`src/rtl/bcd7seg_pkg.sv`:
```
// Shared definitions for the BCD 7-segment display controller.
//   SEG_W          width of one 7-segment pattern (bit0=a .. bit6=g, active-low)
//   SEG_0..SEG_9   digit patterns
//   SEG_BLANK      all segments off
//   SEG_DASH       only segment g lit, shown on overflow
//   SCR_W          double-dabble scratch width: four BCD nibbles plus one spare
//   state_t        controller FSM states
//   dabble_step    one add-3-then-shift iteration of the scratch register
package bcd7seg_pkg;

    localparam int SEG_W = 7;
    localparam int SCR_W = 20;

    localparam logic [SEG_W-1:0] SEG_0     = 7'b1000000;
    localparam logic [SEG_W-1:0] SEG_1     = 7'b1111001;
    localparam logic [SEG_W-1:0] SEG_2     = 7'b0100100;
    localparam logic [SEG_W-1:0] SEG_3     = 7'b0110000;
    localparam logic [SEG_W-1:0] SEG_4     = 7'b0011001;
    localparam logic [SEG_W-1:0] SEG_5     = 7'b0010010;
    localparam logic [SEG_W-1:0] SEG_6     = 7'b0000010;
    localparam logic [SEG_W-1:0] SEG_7     = 7'b1111000;
    localparam logic [SEG_W-1:0] SEG_8     = 7'b0000000;
    localparam logic [SEG_W-1:0] SEG_9     = 7'b0010000;
    localparam logic [SEG_W-1:0] SEG_BLANK = 7'b1111111;
    localparam logic [SEG_W-1:0] SEG_DASH  = 7'b0111111;

    typedef enum logic [1:0] {
        IDLE   = 2'd0,
        SHIFT  = 2'd1,
        UPDATE = 2'd2
    } state_t;

    // Correct every nibble that would exceed 9 after doubling, then shift in lsb.
    function automatic logic [SCR_W-1:0] dabble_step(input logic [SCR_W-1:0] scr,
                                                     input logic            lsb);
        logic [SCR_W-1:0] adj;
        adj = scr;
        for (int i = 0; i < SCR_W/4; i++) begin
            if (scr[4*i +: 4] >= 4'd5) begin
                adj[4*i +: 4] = scr[4*i +: 4] + 4'd3;
            end
        end
        return (adj << 1) | SCR_W'(lsb);
    endfunction

endpackage

```
`src/rtl/seg7_digit_encode.sv`:
```
// Combinational BCD digit to 7-segment pattern encoder (active-low).
//   digit  in   4      BCD digit; codes 10..15 render blank
//   blank  in   1      force the display off
//   seg    out  SEG_W  pattern, bit0=a .. bit6=g
module seg7_digit_encode
    import bcd7seg_pkg::*;
(
    input  logic [3:0]       digit,
    input  logic             blank,
    output logic [SEG_W-1:0] seg
);

    always_comb begin
        seg = SEG_BLANK;
        if (!blank) begin
            case (digit)
                4'd0:    seg = SEG_0;
                4'd1:    seg = SEG_1;
                4'd2:    seg = SEG_2;
                4'd3:    seg = SEG_3;
                4'd4:    seg = SEG_4;
                4'd5:    seg = SEG_5;
                4'd6:    seg = SEG_6;
                4'd7:    seg = SEG_7;
                4'd8:    seg = SEG_8;
                4'd9:    seg = SEG_9;
                default: seg = SEG_BLANK;
            endcase
        end
    end

endmodule

```
`src/rtl/bcd7seg_display_ctrl.sv`:
```
// Binary to four-digit 7-segment display controller.
// A start request launches a BIN_W-cycle double-dabble conversion; the display
// registers load only on completion, so partial results never reach the HEX outputs.
//   clk           in   1      system clock
//   rst_n         in   1      synchronous active-low reset
//   start         in   1      conversion request, bin_in sampled on the same edge
//   bin_in        in   BIN_W  binary value
//   busy          out  1      conversion in progress
//   done          out  1      one-cycle pulse while new results are presented
//   overflow      out  1      last accepted value exceeded MAX_VAL
//   bcd_out       out  16     {thousands, hundreds, tens, units}
//   segment_1000  out  7      thousands display (active-low)
//   segment_100   out  7      hundreds display
//   segment_10    out  7      tens display
//   segment_1     out  7      units display
//
// state  | meaning
// IDLE   | waiting for start, outputs hold
// SHIFT  | one add-3/shift iteration per cycle, BIN_W cycles
// UPDATE | results presented, done pulse
module bcd7seg_display_ctrl
    import bcd7seg_pkg::*;
#(
    parameter int          BIN_W    = 14,
    parameter int unsigned MAX_VAL  = 9999,
    parameter bit          BLANK_LZ = 1'b1
) (
    input  logic             clk,
    input  logic             rst_n,
    input  logic             start,
    input  logic [BIN_W-1:0] bin_in,
    output logic             busy,
    output logic             done,
    output logic             overflow,
    output logic [15:0]      bcd_out,
    output logic [SEG_W-1:0] segment_1000,
    output logic [SEG_W-1:0] segment_100,
    output logic [SEG_W-1:0] segment_10,
    output logic [SEG_W-1:0] segment_1
);

    localparam int CNT_W = $clog2(BIN_W + 1);

    state_t           state, state_nx;
    logic [BIN_W-1:0] shift_reg, shift_nx;
    logic [SCR_W-1:0] scratch, scratch_nx, scratch_step;
    logic [CNT_W-1:0] cnt, cnt_nx;
    logic             ovf_pending, ovf_pending_nx;
    logic             load_out;

    logic [3:0]       dig_1000, dig_100, dig_10, dig_1;
    logic             blank_1000, blank_100, blank_10;
    logic [SEG_W-1:0] enc_1000, enc_100, enc_10, enc_1;

    // The encoders look at the result of the final iteration directly, so the
    // output registers can load on the same edge the FSM enters UPDATE.
    always_comb begin
        scratch_step = dabble_step(scratch, shift_reg[BIN_W-1]);
        dig_1000     = scratch_step[15:12];
        dig_100      = scratch_step[11:8];
        dig_10       = scratch_step[7:4];
        dig_1        = scratch_step[3:0];
        blank_1000   = BLANK_LZ && (dig_1000 == 4'd0);
        blank_100    = blank_1000 && (dig_100 == 4'd0);
        blank_10     = blank_100 && (dig_10 == 4'd0);
    end

    seg7_digit_encode u_enc_1000 (.digit(dig_1000), .blank(blank_1000), .seg(enc_1000));
    seg7_digit_encode u_enc_100  (.digit(dig_100),  .blank(blank_100),  .seg(enc_100));
    seg7_digit_encode u_enc_10   (.digit(dig_10),   .blank(blank_10),   .seg(enc_10));
    seg7_digit_encode u_enc_1    (.digit(dig_1),    .blank(1'b0),       .seg(enc_1));

    always_comb begin
        state_nx       = state;
        shift_nx       = shift_reg;
        scratch_nx     = scratch;
        cnt_nx         = cnt;
        ovf_pending_nx = ovf_pending;
        load_out       = 1'b0;
        unique case (state)
            IDLE: begin
                if (start) begin
                    state_nx       = SHIFT;
                    shift_nx       = bin_in;
                    scratch_nx     = '0;
                    cnt_nx         = CNT_W'(BIN_W);
                    ovf_pending_nx = (32'(bin_in) > MAX_VAL);
                end
            end
            SHIFT: begin
                shift_nx   = shift_reg << 1;
                scratch_nx = scratch_step;
                cnt_nx     = cnt - CNT_W'(1);
                if (cnt == CNT_W'(1)) begin
                    state_nx = UPDATE;
                    load_out = 1'b1;
                end
            end
            UPDATE: begin
                state_nx = IDLE;
            end
            default: begin
                state_nx = IDLE;
            end
        endcase
    end

    always_ff @(posedge clk) begin
        if (!rst_n) begin
            state       <= IDLE;
            shift_reg   <= '0;
            scratch     <= '0;
            cnt         <= '0;
            ovf_pending <= 1'b0;
            busy        <= 1'b0;
            done        <= 1'b0;
        end else begin
            state       <= state_nx;
            shift_reg   <= shift_nx;
            scratch     <= scratch_nx;
            cnt         <= cnt_nx;
            ovf_pending <= ovf_pending_nx;
            busy        <= (state_nx != IDLE);
            done        <= (state_nx == UPDATE);
        end
    end

    always_ff @(posedge clk) begin
        if (!rst_n) begin
            overflow     <= 1'b0;
            bcd_out      <= '0;
            segment_1000 <= SEG_BLANK;
            segment_100  <= SEG_BLANK;
            segment_10   <= SEG_BLANK;
            segment_1    <= SEG_BLANK;
        end else if (load_out) begin
            overflow <= ovf_pending;
            if (ovf_pending) begin
                bcd_out      <= '0;
                segment_1000 <= SEG_DASH;
                segment_100  <= SEG_DASH;
                segment_10   <= SEG_DASH;
                segment_1    <= SEG_DASH;
            end else begin
                bcd_out      <= scratch_step[15:0];
                segment_1000 <= enc_1000;
                segment_100  <= enc_100;
                segment_10   <= enc_10;
                segment_1    <= enc_1;
            end
        end
    end

endmodule

```
`config.mk`:
```
export PLATFORM = sky130hd
export DESIGN_NAME = bcd7seg_display_ctrl
export DESIGN_NICKNAME = d
export VERILOG_FILES = /design/src/rtl/bcd7seg_pkg.sv /design/src/rtl/seg7_digit_encode.sv /design/src/rtl/bcd7seg_display_ctrl.sv
export SDC_FILE = /design/constraint.sdc
export NUM_CORES = 1
export LEC_CHECK = 0
export BUFFER_PORTS_ARGS = -buffer_cell sky130_fd_sc_hd__buf_4
export CAP_MARGIN = 25
export CORE_UTILIZATION = 25
export DETAILED_ROUTE_END_ITERATION = 8
export PLACE_DENSITY = 0.52
export SLEW_MARGIN = 20
export SYNTH_ARGS = -nofsm -noshare
export SYNTH_HDL_FRONTEND = slang
export SYNTH_SLANG_ARGS = --single-unit
export TNS_END_PERCENT = 50
```
`constraint.sdc`:
```
create_clock -name clk -period 2.4 [get_ports clk]
set_input_delay 0.24 -clock clk [delete_from_list [all_inputs] [get_ports clk]]
set_output_delay 0.24 -clock clk [all_outputs]
set_load 0.03 [all_outputs]
```
# Yosys cells after proc, flatten, opt, wreduce, memory -nomap -nowiden
# Memories as Yosys holds them, arrays and structs flattened.
# Index checks and enable logic that the tools add are counted.
[totals] n_memories=4 reg_bits=88 wordCells=68 romBits=448
[memory_table] name="(no name shown)" depth=16 width=7 read_ports=1 rd_clocked_by_memory_dff=0 wr=0 line="seg7_digit_encode.sv:16" rtl="case (digit)"
[memory_table] name="(no name shown)" depth=16 width=7 read_ports=1 rd_clocked_by_memory_dff=0 wr=0 line="seg7_digit_encode.sv:16"
[memory_table] name="(no name shown)" depth=16 width=7 read_ports=1 rd_clocked_by_memory_dff=0 wr=0 line="seg7_digit_encode.sv:16"
[memory_table] name="(no name shown)" depth=16 width=7 read_ports=1 rd_clocked_by_memory_dff=0 wr=0 line="seg7_digit_encode.sv:16"
[op_classes] muxes=24 bitwise=1 reduce_logical=10 n_addsub=6 eq_ne=4 order_cmp=6
[ops] op="$mux 7" count=7
[ops] op="$pmux 20 s2" count=1
[ops] op="$pmux 14 s2" count=1
[ops] op="$ge 4x3->1 const B" count=5
[ops] op="$mux 20" count=1
[ops] op="$mux 4" count=5
[ops] op="$or 20x1->20" count=1
[ops] op="$add 4x2->4 const B" count=4
[ops] op="$mux 16" count=1
[ops] op="$gt 14x14->1 const B" count=1
[ops] op="$mux 14" count=1
[ops] op="$logic_not 4->1" count=3
[ops] op="$pmux 4 s2" count=1
[ops] op="$eq 4x1->1 const B" count=1
[ops] op="$mux 2" count=2
[ops] op="$pmux 2 s2" count=1
[ops] op="$reduce_and 2->1" count=2
[ops] op="$reduce_bool 2->1" count=2
[ops] op="$sub 4x1->4 const B" count=1
[ops] op="$add 3x2->3 const B" count=1
[ops] op="$mux 3" count=1
[ops] op="$eq 2x1->1 const B" count=1
[ops] op="$eq 2x2->1 const B" count=1
[ops] op="$logic_and 1x1->1" count=2
[ops] op="3 further kinds" count=4

# Longest topological paths before layout
[logic_depth] depth_word=8 mapped_depth=10

# Hierarchy
# Synthesis repeated with hierarchy kept, for this count alone.
[unflattened] hier_cells=563 hier_area_um2=4513.1
[by_module_without_submodules] mod="bcd7seg_display_ctrl" seq_area_each_um2=1681.6 cells_each=431 area_per_inst_um2=3568.4 instances=1
[by_module_without_submodules] mod="seg7_digit_encode at u_enc_10 ..." seq_area_each_um2=0.0 cells_each=33 area_per_inst_um2=236.5 instances=3
[by_module_without_submodules] mod="seg7_digit_encode at u_enc_1" seq_area_each_um2=0.0 cells_each=33 area_per_inst_um2=235.2 instances=1

# Least setup slack after synthesis
# OpenSTA, ideal clock, no wires.
[synth_path] path_kind="flip-flop to flip-flop" start="register scratch[13]" end="register segment_10[3]" period_less_slack_ns=2.227 path_buffers=2 setup_time_ns=0.074 slack_ns=0.173 arrival_time_ns=2.153 t_required_ns=2.326 stages_incl_launch_ff=11 path_cell_list="dfxtp_1 -> clkbuf_1 -> inv_1 -> ha_1 -> nand2b_1 -> a21o_1 -> buf_4 -> mux2i_4 -> nor4_4 -> a211oi_2 -> a31oi_1"
[synth_between] elab_chain_len=8 word_cells_on_any_way=9
[synth_rtl] element="start: declaration" line="bcd7seg_display_ctrl.sv:46" rtl="logic [SCR_W-1:0] scratch, scratch_nx, scratch_step;"
[synth_rtl] element="start signal: assignment" line="bcd7seg_display_ctrl.sv:120" rtl="scratch <= scratch_nx;"
[synth_rtl] element="$add 4x2->4 or $ge 4x3->1 (tied branches)" line="bcd7seg_pkg.sv:40, bcd7seg_pkg.sv:39"
[synth_rtl] element="$mux 4 *" line="bcd7seg_pkg.sv:39" rtl="if (scr[4*i +: 4] >= 4'd5) begin"
[synth_rtl] element="$or 20x1->20 *" line="bcd7seg_pkg.sv:43" rtl="return (adj << 1) | SCR_W'(lsb);"
[synth_rtl] element="$logic_not 4->1 *" line="bcd7seg_display_ctrl.sv:63" rtl="blank_1000 = BLANK_LZ && (dig_1000 == 4'd0);"
[synth_rtl] element="$logic_and 1x1->1 *" line="bcd7seg_display_ctrl.sv:64" rtl="blank_100 = blank_1000 && (dig_100 == 4'd0);"
[synth_rtl] element="$logic_and 1x1->1 *" line="bcd7seg_display_ctrl.sv:65" rtl="blank_10 = blank_100 && (dig_10 == 4'd0);"
[synth_rtl] element="$mux 7 *" line="seg7_digit_encode.sv:15" rtl="if (!blank) begin"
[synth_rtl] element="$mux 7 *" line="bcd7seg_display_ctrl.sv:138" rtl="if (ovf_pending) begin"
[synth_rtl] element="end signal: assignment" line="bcd7seg_display_ctrl.sv:148" rtl="segment_10 <= enc_10;"
[synth_rtl] element="end: declaration" line="bcd7seg_display_ctrl.sv:38" rtl="output logic [SEG_W-1:0] segment_10,"
# Mark *: on every way between the ends. The rest lies on a longest branch, timed or not.
# A chain may end at the register's enable or synchronous reset.

# Final worst setup path
[layout_path] start="register scratch[1]" end="register segment_1[3]"
[layout_between] elab_chain_len=5 word_cells_on_any_way=6
[layout_rtl] element="$add 4x2->4 or $ge 4x3->1 (tied branches)" line="bcd7seg_pkg.sv:40, bcd7seg_pkg.sv:39"
[layout_rtl] element="$mux 4 *" line="bcd7seg_pkg.sv:39"
[layout_rtl] element="$or 20x1->20 *" line="bcd7seg_pkg.sv:43"
[layout_rtl] element="$mem_v2 16x7 *"
[layout_rtl] element="$mux 7 *" line="bcd7seg_display_ctrl.sv:138"
[layout_rtl] element="end signal: assignment" line="bcd7seg_display_ctrl.sv:149" rtl="segment_1 <= enc_1;"
[layout_rtl] element="end: declaration" line="bcd7seg_display_ctrl.sv:39" rtl="output logic [SEG_W-1:0] segment_1"
# Marks and branches as above.

==> summary.txt <==
Routing
  • Avg Vias per Cell: between 5 and 6
  • Routed Antenna Nets: 0
  • Drt total wl: roughly 12000 um
  • Avg WL per Cell: 15.1 um
  • Total number of vias: a little over 4000
  • Drc violations: 0
  • Drt initial violations: 241
  • Drt first pass iters: 5

Synth
  • Cell Area, Synth: ~4300 um^2
  • Compound-Gate Fraction of Synth Area: 0.293
  • Largest family of logic cells by synthesized area: compound AO/OA/AOI/OAI gates
  • Synth Area per Inst: between 8 and 9 um^2
  • Synth top area share: 0.391
  • Top cells by area, synth: dfxtp_1, nor2_1, o21ai_0
  • Syn nets: about 550
  • Most frequent cell after synthesis: dfxtp_1
  • Post-synthesis mux area share: 0.0297
  • Post-synth cell types: 70
  • Seq/Total Area, Yosys: 0.391
  • Ys flop type: dfxtp_1
  • Synthesis Warnings: 0
  • Number of enable flip-flop cells after synthesis: 0
  • Synth async-reset ratio: 0
  • Post-Synth Simple-Gate Area: 0.180
  • Commonest cells post-synth: dfxtp_1, nor2_1, o21ai_0
  • Biggest area consumer among synthesized cells: dfxtp_1
  • Synth Area in XOR/XNOR: 0.0279
  • FF+latch count, synth: 84
  • Synth Area in Adders: 0.0291
  • Mapped Cells: between 500 and 600

Worst hold path
  • Worst Hold Launch: bin_in[0]
  • Hold depth: 3
  • Hold Path End: shift_reg[0]
  • Type of the worst min-delay path: in2reg

CTS
  • Clk pin slew, worst setup/hold paths: 60 ps
  • CTS tree: built
  • Root Driver: clkbuf_16
  • Clk sinks: 84
  • Setup Fix Bufs, Post-CTS: 0
  • Hold-fix buffers at CTS: 0
  • PostCTS Resize Cnt: 0
  • Clock network latency to the later pin of the worst-skew pair: 350 ps
  • # H-tree levels: 3
  • Max clock buf depth: 2
  • Inserted Clock Buffers: 9

Timing
  • Endpoints failing hold: 0
  • Setup total negative slack: 0 ps
  • Crit path time final: approximately 2200 ps
  • Slack of the critical path: between 150 and 200 ps
  • Worst slew margin: 0.618
  • FMAX: around 450 MHz
  • Count of pins over their slew limit: 0
  • Clk_skew: between 9 and 10 ps
  • Least-Margin Pin Slew: 573 ps
  • Unrepaired setup endpoints after global routing: false
  • Setup Viol. Count Final: 0
  • Period utilization: 0.926

Final layout
  • Finished Layout Cells: between 800 and 900
  • Area grow syn2layout: 24.5%
  • Final-layout fill cell count: around 1800
  • Antenna diodes: 0
  • Layout cells sized above 1: 0.227
  • Final net count: 610

Pwr
  • Sw Pwr: between 700 and 800 uW
  • Peak VDD IR: 0.353 mV
  • Comb power frac: 0.081
  • Switching fraction of total power: 0.250
  • Leak pwr: a little under 2 nW
  • Clock share of power: 0.423
  • Internal: ~2.2 mW
  • Pwr/cell area: 552 nW/um^2
  • Seq pwr share: 0.496

Worst setup path
  • Startpoint class of the critical path: flop
  • Worst Path Arrival: roughly 2400 ps
  • Top Family by Delay on Critical Path: compound AO/OA/AOI/OAI gates
  • R2r startpoint: scratch[1]
  • CP max stage cell: mux2i_2
  • CP Cell Sequence: inv_1 > ha_1 > nand2b_1 > a21oi_4 > mux2i_2 > a21oi_1 > o311ai_1 > nand3_1
  • Crit path largest cell delay: about 400 ps
  • Reg2Reg Setup Slack: between 150 and 200 ps
  • Reg-to-reg endpoint: segment_1[3]
  • Crit path kind: reg2reg
  • Cells on worst reg2reg path: 8
  • WP buf/inv: 1
  • Max FO, Critical Path: 7
  • Worst path required time: 2620 ps
  • Critical Path Sink Type: flop

Placed design
  • Port bufs: 63
  • Worst slack, placed: between 200 and 250 ps
  • GP Congestion: about 0.83
  • Placed Cells: approximately 790
  • Detailed Place HPWL: approximately 8800 um

GRT
  • Grt ovf: 0
  • Global-route wire length before repair: between 20000 and 25000 um
  • Vias in the first global route: approximately 4000
  • Largest net degree at the start of global routing: 33
  • Antenna violations before repair: 0
  • Gr usage total: 0.143

Die
  • Core area: 16700 um^2
  • Initial Utilization: 0.258
  • # rows: between 40 and 50
  • DIE AREA: between 15000 and 20000 um^2
  • DIE WIDTH: about 130 um
  • Ports: 64
  • Die Height: 133 um

Job
  • Max Cap Violations: 0

Outcome
  • Status: finished clean
-- layout make-up --
type / instances / area [um^2] / share of cell area
multi-input cells: 384 / 2410 / 0.449
clock buffers: 11 / 233 / 0.0434
clock inverters: 4 / 27.5 / 0.00514
inverters: 16 / 60.1 / 0.0112
well taps: 220 / 275 / 0.0514
flip-flops and latches: 84 / 1680 / 0.314
repair buffers: 88 / 673 / 0.126
-- layer usage --
| metal | vias to the layer above | track usage | part of all wire |
|---|---|---|---|
| met5 | - | 0 | 0 |
| met4 | 0 | 0.0511 | 0.015 |
| met3 | 15 | 0.0422 | 0.061 |
| met2 | 106 | 0.228 | 0.45 |
| met1 | 1921 | 0.182 | 0.47 |
| li1 | 2008 | - | - |
-- tightest hold or removal path, cell delays in order --
cell	delay, ps
buf_4	80
a22oi_1	50
nor2_1	70
-- layout by cell type, fill, tap and decap left out, types with 5 or more instances in the layout --
cell type   n
a211oi_1    7
a21oi_1    41
a221oi_1    6
a22oi_1    25
and2_1      6
buf_4      87
clkbuf_16   9
dfxtp_1    84
ha_1       10
inv_1      15
nand2_1    37
nand2b_1    5
nand3_1    11
nor2_1     68
nor3_1     12
o21ai_0    42
o21ai_1    12
o22ai_1    16
xnor2_1    10
-- kinds of logic after synthesis --
group                    after synthesis
flip-flops                            84
adder cells (fa/ha/maj)               10
buffers and inverters                 50
AND/OR/NAND/NOR                      161
AO/OA/AOI/OAI                        191
XOR/XNOR                              12
multiplexers                          10
-- power by group through the flow --
stage          Clock [mW]  Sequential [mW]  Combinational, mW
3_5_place_dp            0             1.50              0.239
5_1_grt              1.37             1.47              0.264
4_1_cts              1.30             1.47              0.240
3_3_place_gp            0             1.50              0.234
2_1_floorplan           0             1.50              0.146
6_report             1.25             1.47              0.239
-- metrics by stage --
step	cell area [um^2]	util	power (mW)	hold slack [ps]
after floorplan	4300	-	1.64	388
after detailed placement	5100	0.305	1.74	456
final	5360	0.321	2.96	139
after global placement	5100	0.305	1.73	444
after CTS	5360	0.321	3.01	129
after global routing	5360	0.321	3.11	151
-- how the worst max path moves through the flow --
stage | slack (ps) | startpoint | cells past startpoint | endpoint
floorplan | 170 | scratch[13] | 10 | segment_10[3]
CTS | 200 | scratch[1] | 8 | segment_1[3]
global placement | 270 | scratch[1] | 8 | segment_1[3]
detailed placement | 210 | scratch[1] | 8 | segment_1[3]
finish | 180 | scratch[1] | 8 | segment_1[3]
global route | 10 | scratch[1] | 8 | segment_1[3]
Note: power is estimated with default switching activity, not from simulation.
